<file path="src/rtl/aes_pkg.sv">
// aes_pkg: shared AES widths, InvSubBytes FSM encoding and GF(2^8) multiply
package aes_pkg;
  localparam int AES_BLOCK_W = 128;
  localparam int AES_BYTES = 16;
  typedef enum logic [1:0] {
    IDLE = 2'd0,
    BUSY = 2'd1,
    DONE = 2'd2
  } state_t;
  function automatic logic [7:0] gmul(input logic [7:0] a, input logic [7:0] b);
    logic [7:0] p;
    logic [7:0] x;
    p = '0;
    x = a;
    for (int i = 0; i < 8; i++) begin
      if (b[i]) p = p ^ x;
      x = {x[6:0], 1'b0} ^ (x[7] ? 8'h1b : 8'h00);
    end
    return p;
  endfunction
endpackage

</file>
<file path="src/rtl/inv_sbox.sv">
// inv_sbox: AES inverse S-box, inverse affine map followed by GF(2^8) inversion
module inv_sbox
  import aes_pkg::*;
(
  input  logic [7:0] a,
  output logic [7:0] y
);
  logic [7:0] b;
  logic [7:0] p;
  // undo the affine map, then raise to the 254th power (0 maps to 0)
  always_comb begin
    b = {a[6:0], a[7]} ^ {a[4:0], a[7:5]} ^ {a[1:0], a[7:2]} ^ 8'h05;
    p = b;
    y = 8'h01;
    for (int i = 0; i < 7; i++) begin
      p = gmul(p, p);
      y = gmul(y, p);
    end
  end
endmodule

</file>
<file path="src/rtl/inv_sub_bytes_seq.sv">
// inv_sub_bytes_seq: InvSubBytes over a 128-bit state, NUM_SBOX bytes per cycle
module inv_sub_bytes_seq
  import aes_pkg::*;
#(
  parameter int NUM_SBOX = 4
) (
  input  logic                   clk,
  input  logic                   rst_n,
  input  logic                   clr,
  input  logic                   in_valid,
  output logic                   in_ready,
  input  logic [AES_BLOCK_W-1:0] in_state,
  output logic                   out_valid,
  input  logic                   out_ready,
  output logic [AES_BLOCK_W-1:0] out_state,
  output logic                   busy
);
  localparam int GROUPS = AES_BYTES / NUM_SBOX;
  localparam int CW = (GROUPS > 1) ? $clog2(GROUPS) : 1;
  localparam int W = 8 * NUM_SBOX;
  state_t state_q, state_d;
  logic [CW-1:0] cnt_q, cnt_d;
  logic [AES_BLOCK_W-1:0] src_q, src_d, res_q, res_d;
  logic [W-1:0] grp_src, grp_res;
  assign grp_src = src_q[AES_BLOCK_W-1-W*int'(cnt_q) -: W];
  for (genvar i = 0; i < NUM_SBOX; i++) begin : g_sbox
    inv_sbox u_sbox (
      .a(grp_src[W-1-8*i -: 8]),
      .y(grp_res[W-1-8*i -: 8])
    );
  end
  // next-state: capture in IDLE, one byte group per BUSY cycle, hand off in DONE
  always_comb begin
    state_d = state_q;
    cnt_d = cnt_q;
    src_d = src_q;
    res_d = res_q;
    if (clr) begin
      state_d = IDLE;
      cnt_d = '0;
    end else begin
      case (state_q)
        IDLE: if (in_valid) begin
          src_d = in_state;
          cnt_d = '0;
          state_d = BUSY;
        end
        BUSY: begin
          res_d[AES_BLOCK_W-1-W*int'(cnt_q) -: W] = grp_res;
          if (cnt_q == CW'(GROUPS - 1)) state_d = DONE;
          else cnt_d = cnt_q + CW'(1);
        end
        DONE: if (out_ready) begin
          state_d = IDLE;
          cnt_d = '0;
        end
        default: state_d = IDLE;
      endcase
    end
  end
  // state, counter and data registers
  always_ff @(posedge clk or negedge rst_n) begin
    if (!rst_n) begin
      state_q <= IDLE;
      cnt_q <= '0;
      src_q <= '0;
      res_q <= '0;
    end else begin
      state_q <= state_d;
      cnt_q <= cnt_d;
      src_q <= src_d;
      res_q <= res_d;
    end
  end
  assign in_ready = state_q == IDLE;
  assign out_valid = state_q == DONE;
  assign busy = state_q != IDLE;
  assign out_state = res_q;
endmodule

</file>
<file path="config.mk">
export PLATFORM = sky130hd
export DESIGN_NAME = inv_sub_bytes_seq
export DESIGN_NICKNAME = d
export VERILOG_FILES = /design/src/rtl/aes_pkg.sv /design/src/rtl/inv_sbox.sv /design/src/rtl/inv_sub_bytes_seq.sv
export SDC_FILE = /design/constraint.sdc
export NUM_CORES = 2
export LEC_CHECK = 0
export CAP_MARGIN = 20
export CORE_MARGIN = 2
export CORE_UTILIZATION = 37
export CTS_BUF_LIST = sky130_fd_sc_hd__clkbuf_4 sky130_fd_sc_hd__clkbuf_8
export CTS_CLUSTER_DIAMETER = 60
export DETAILED_ROUTE_END_ITERATION = 10
export PLACE_DENSITY_LB_ADDON = 0.12
export SLEW_MARGIN = 20
export SYNTH_ARGS = -nofsm -noshare
export SYNTH_HDL_FRONTEND = slang
export SYNTH_SLANG_ARGS = --single-unit
export TNS_END_PERCENT = 5
</file>
<file path="constraint.sdc">
create_clock -name clk -period 19.39 [get_ports clk]
set_clock_uncertainty 0.05 [all_clocks]
set_input_delay 3.878 -clock clk [delete_from_list [all_inputs] [get_ports clk]]
set_output_delay 3.878 -clock clk [all_outputs]
set_load 0.01 [all_outputs]
</file>
==> summary.txt <==
Run status
  • Run status: finished, final reports clean

STA
  • Transition time of the tightest slew-check pin: 1.08 ns
  • Period minus WS final: 18.32 ns
  • Relative slew slack: 27.9%
  • Smallest setup slack after layout: 1.07 ns
  • Final Hold Viols: 0
  • Number of setup violations in the final report: 0
  • Highest achievable clock rate: 0.0546 GHz
  • Max-slew violation count: 0
  • Fraction of the cycle the final worst path needs: 94.5%

Clocking
  • Clock Pin Slew Worst Setup and Hold Paths: 0.07 ns
  • Number of buffers on the longest clock path: 3
  • Clock tree from TritonCTS: yes
  • Number of buffers created by CTS: 42
  • Clock network latency to the later pin of the worst-skew pair: 0.64 ns
  • Clock sink count: 260
  • Deepest level of the CTS H-tree: 2
  • Clk root buf: sky130_fd_sc_hd__clkbuf_8
  • Post-CTS Hold Fix Bufs: 0

Routing
  • Post-detailed-route wirelength per cell: 20.7 um
  • Detail-routed via count per cell: 5.68
  • Routed vias: 66110
  • Wirelength, routed: 241000 um
  • Final ANT Viol Nets: 0
  • Detailed-router iteration count before antenna repair: 6
  • Total length of routed met3 wires: 10100 um
  • Initial drt markers: 4919
  • Total routed wire length on the met1 layer: 107000 um
  • DRC: 0
  • Amount of wire on met2 after detailed routing: 115000 um
  • Top metal layer carrying routed signals: met4

Global route
  • Maximum number of pins on one net before global-route repair: 84
  • Antenna violations before repair: 5
  • Number of global-route vias before repair: 63461
  • GR Overflow Total: 0
  • Wire length of the first global-routing pass: 377000 um
  • Total track usage: 23.9%

Layout
  • Utilization of the core after routing: 41.1%
  • Area growth from synthesis to layout: 10.8%
  • Final cell count without fillers: 11649
  • Number of nets in the layout: 9272
  • Fillers: 19210
  • Layout cell share with drive strength beyond 1: 12.4%

Critical path
  • Slowest stage cell on the critical path: sky130_fd_sc_hd__mux4_2
  • Maximum fanout encountered on the critical timing path: 30
  • Most used cell, CP: sky130_fd_sc_hd__xnor3_1
  • Launching element type of the critical path: flip-flop
  • Critical path data arrival time: 18.74 ns
  • Worst path max stage delay: 0.87 ns
  • Setup crit end kind: flip-flop
  • Worst EP required: 19.81 ns
  • Critical path start-end classification: flip-flop to flip-flop

Run
  • Maxcap violations: 0

Floorplan
  • Die Outline Area: 194000 sq um
  • Die height: 440 um
  • Placeable Area: 190000 sq um
  • Boundary pin count: 264
  • Initial Utilization: 37.1%
  • Number of cell rows: 160
  • Horizontal extent of the die: 440 um

Yosys
  • Largest cells by area after synthesis: sky130_fd_sc_hd__xnor2_1 (21%), sky130_fd_sc_hd__dfrtp_1 (9.2%), sky130_fd_sc_hd__nor2_1 (6.9%)
  • Post-synthesis sequential element count: 260
  • Async set-reset flop share out of synthesis: 100%
  • Proportion of netlist area held by the largest area contributor: 20.6%
  • Number of flops mapped to enable cells by yosys: 0
  • Average footprint of a synthesized cell: 7.78 sq um
  • Synthesized netlist cell count: 9045
  • Dominant cell type by area after synthesis: sky130_fd_sc_hd__xnor2_1
  • Post-synthesis cell area: 70400 sq um
  • Synthesis Warnings: 0
  • Post-synthesis net count: 9214
  • Most used flip-flop cell after synthesis: sky130_fd_sc_hd__dfrtp_1
  • Unique cell type count in the Yosys netlist: 126
  • Register area share after synthesis: 9.25%

Placement
  • Final HPWL from detailed placement: 177000 um
  • GP Congestion: 0.898
  • Post-place setup slack: -0.425 ns
  • Cell Count Post-Placement: 11563
  • Buffers added on ports: 263

Hold path
  • Min-Delay Path Class: flip-flop to flip-flop
-- stage by stage --
step	instance area [sq um]	TNS (ns)	hold WS, ns
after detailed placement	76500	-8.06	0.425
after global routing	78000	-0.0575	0.462
after floorplan	70400	0	0.424
after global placement	76500	-13.74	0.418
final	78000	0	0.437
after CTS	77600	0	0.440
-- cell usage in the layout, fill, tap and decap left out, drive strengths merged, types with 50 or more instances in the layout --
cell type      count
nand2b            71
nand2            843
clkdlybuf4s50    262
o22ai            139
a22oi             53
a211oi            96
xor2             485
mux2i            218
dfrtp            260
clkbuf            66
a31oi             80
mux2             180
o21ai            487
nor3             260
nand3            193
buf              360
nor2            1300
and2              50
a21oi            407
a22o              65
nor2b             55
o211ai           106
inv               94
xnor3            233
or3               59
xnor2           1816
-- per-layer routing --
| layer | global-route usage, % | vias up |
|---|---|---|
| met1 | 32.2 | 32126 |
| met4 | 7.78 | 0 |
| met3 | 0.945 | 326 |
| met2 | 41.0 | 1933 |
| met5 | 0 | - |
| li1 | - | 31725 |
-- worst max-delay path, delay by kind of cell (launching register included) --
kind | cells | cell delay, ns
adders and majority gates | 2 | 1.09
xor gates and xnor gates | 30 | 11.31
AOI/OAI and AO/OA | 7 | 1.24
buffers and inverters | 2 | 0.80
and+or+nand+nor | 8 | 1.35
muxes | 3 | 1.59
DFF | 1 | 0.60
-- sequential cells by signal (all words and copies together), names as in the netlist --
signal and count:
cnt_q 2, out_state 128, src_q 128, state_q 2
-- synth_stat cells, types with 51 or more instances --
cell,number
sky130_fd_sc_hd__a21oi_1,398
sky130_fd_sc_hd__xnor2_1,1654
sky130_fd_sc_hd__o21ai_0,368
sky130_fd_sc_hd__a22o_1,65
sky130_fd_sc_hd__nand3_1,193
sky130_fd_sc_hd__xnor3_1,210
sky130_fd_sc_hd__nand2_1,840
sky130_fd_sc_hd__xnor2_2,125
sky130_fd_sc_hd__dfrtp_1,260
sky130_fd_sc_hd__nor2_1,1290
sky130_fd_sc_hd__nor2b_1,55
sky130_fd_sc_hd__clkbuf_1,350
sky130_fd_sc_hd__inv_1,72
sky130_fd_sc_hd__o211ai_1,104
sky130_fd_sc_hd__nand2b_1,70
sky130_fd_sc_hd__buf_1,55
sky130_fd_sc_hd__a31oi_1,76
sky130_fd_sc_hd__a22oi_1,51
sky130_fd_sc_hd__o21ai_1,118
sky130_fd_sc_hd__nor3_1,254
sky130_fd_sc_hd__mux2_2,174
sky130_fd_sc_hd__or3_1,59
sky130_fd_sc_hd__mux2i_1,216
sky130_fd_sc_hd__buf_2,152
sky130_fd_sc_hd__a211oi_1,85
sky130_fd_sc_hd__o22ai_1,138
sky130_fd_sc_hd__xor2_1,427
-- kinds of logic after synthesis --
logic type               after synthesis  share of synthesized area [%]
AND/OR/NAND/NOR                     3065                           19.2
XOR/XNOR                            2570                           40.5
AO/OA/AOI/OAI                       1951                           18.6
buffers and inverters                719                           4.52
multiplexers                         434                           7.14
flip-flops                           260                           9.25
adder cells (fa/ha/maj)               46                          0.782
-- cell type report --
class	instances	area [sq um]	area share, %
multi-input combinational	8068	61500	78.9
sequential	260	6510	8.35
timing repair buffer	623	5380	6.90
tap	2511	3140	4.03
clock buffer	65	832	1.07
inverter	108	405	0.520
clock inverter	11	173	0.221
antenna	3	7.51	0.00963
-- repair_timing --
item / in CTS / in global routing
endpoints found under the setup margin: 32 / 128
resized for setup: 6 / 39
setup buffers: 0 / 5
gates cloned: 0 / 2
pin swaps: 0 / 2
-- path summary, 6_finish.rpt --
kind | from | end | slack, ns | cells after the start
setup / recovery | cnt_q[0]$_DFFE_PN0P_ | out_state[14]$_DFFE_PN0P_ | 1.07 | 52
hold / removal | out_state[85]$_DFFE_PN0P_ | out_state[85]$_DFFE_PN0P_ | 0.44 | 2
setup reg to reg | cnt_q[0]$_DFFE_PN0P_ | out_state[14]$_DFFE_PN0P_ | 1.07 | 52
hold reg to reg | out_state[85]$_DFFE_PN0P_ | out_state[85]$_DFFE_PN0P_ | 0.44 | 2
max in group asynchronous | rst_n | src_q[80]$_DFFE_PN0P_ | 14.07 | 3
min in group asynchronous | rst_n | out_state[60]$_DFFE_PN0P_ | 3.20 | 1
Power is left out: the tool's default activity adds up to more than one toggle a clock period on the data nets, which glitch-free logic cannot reach.
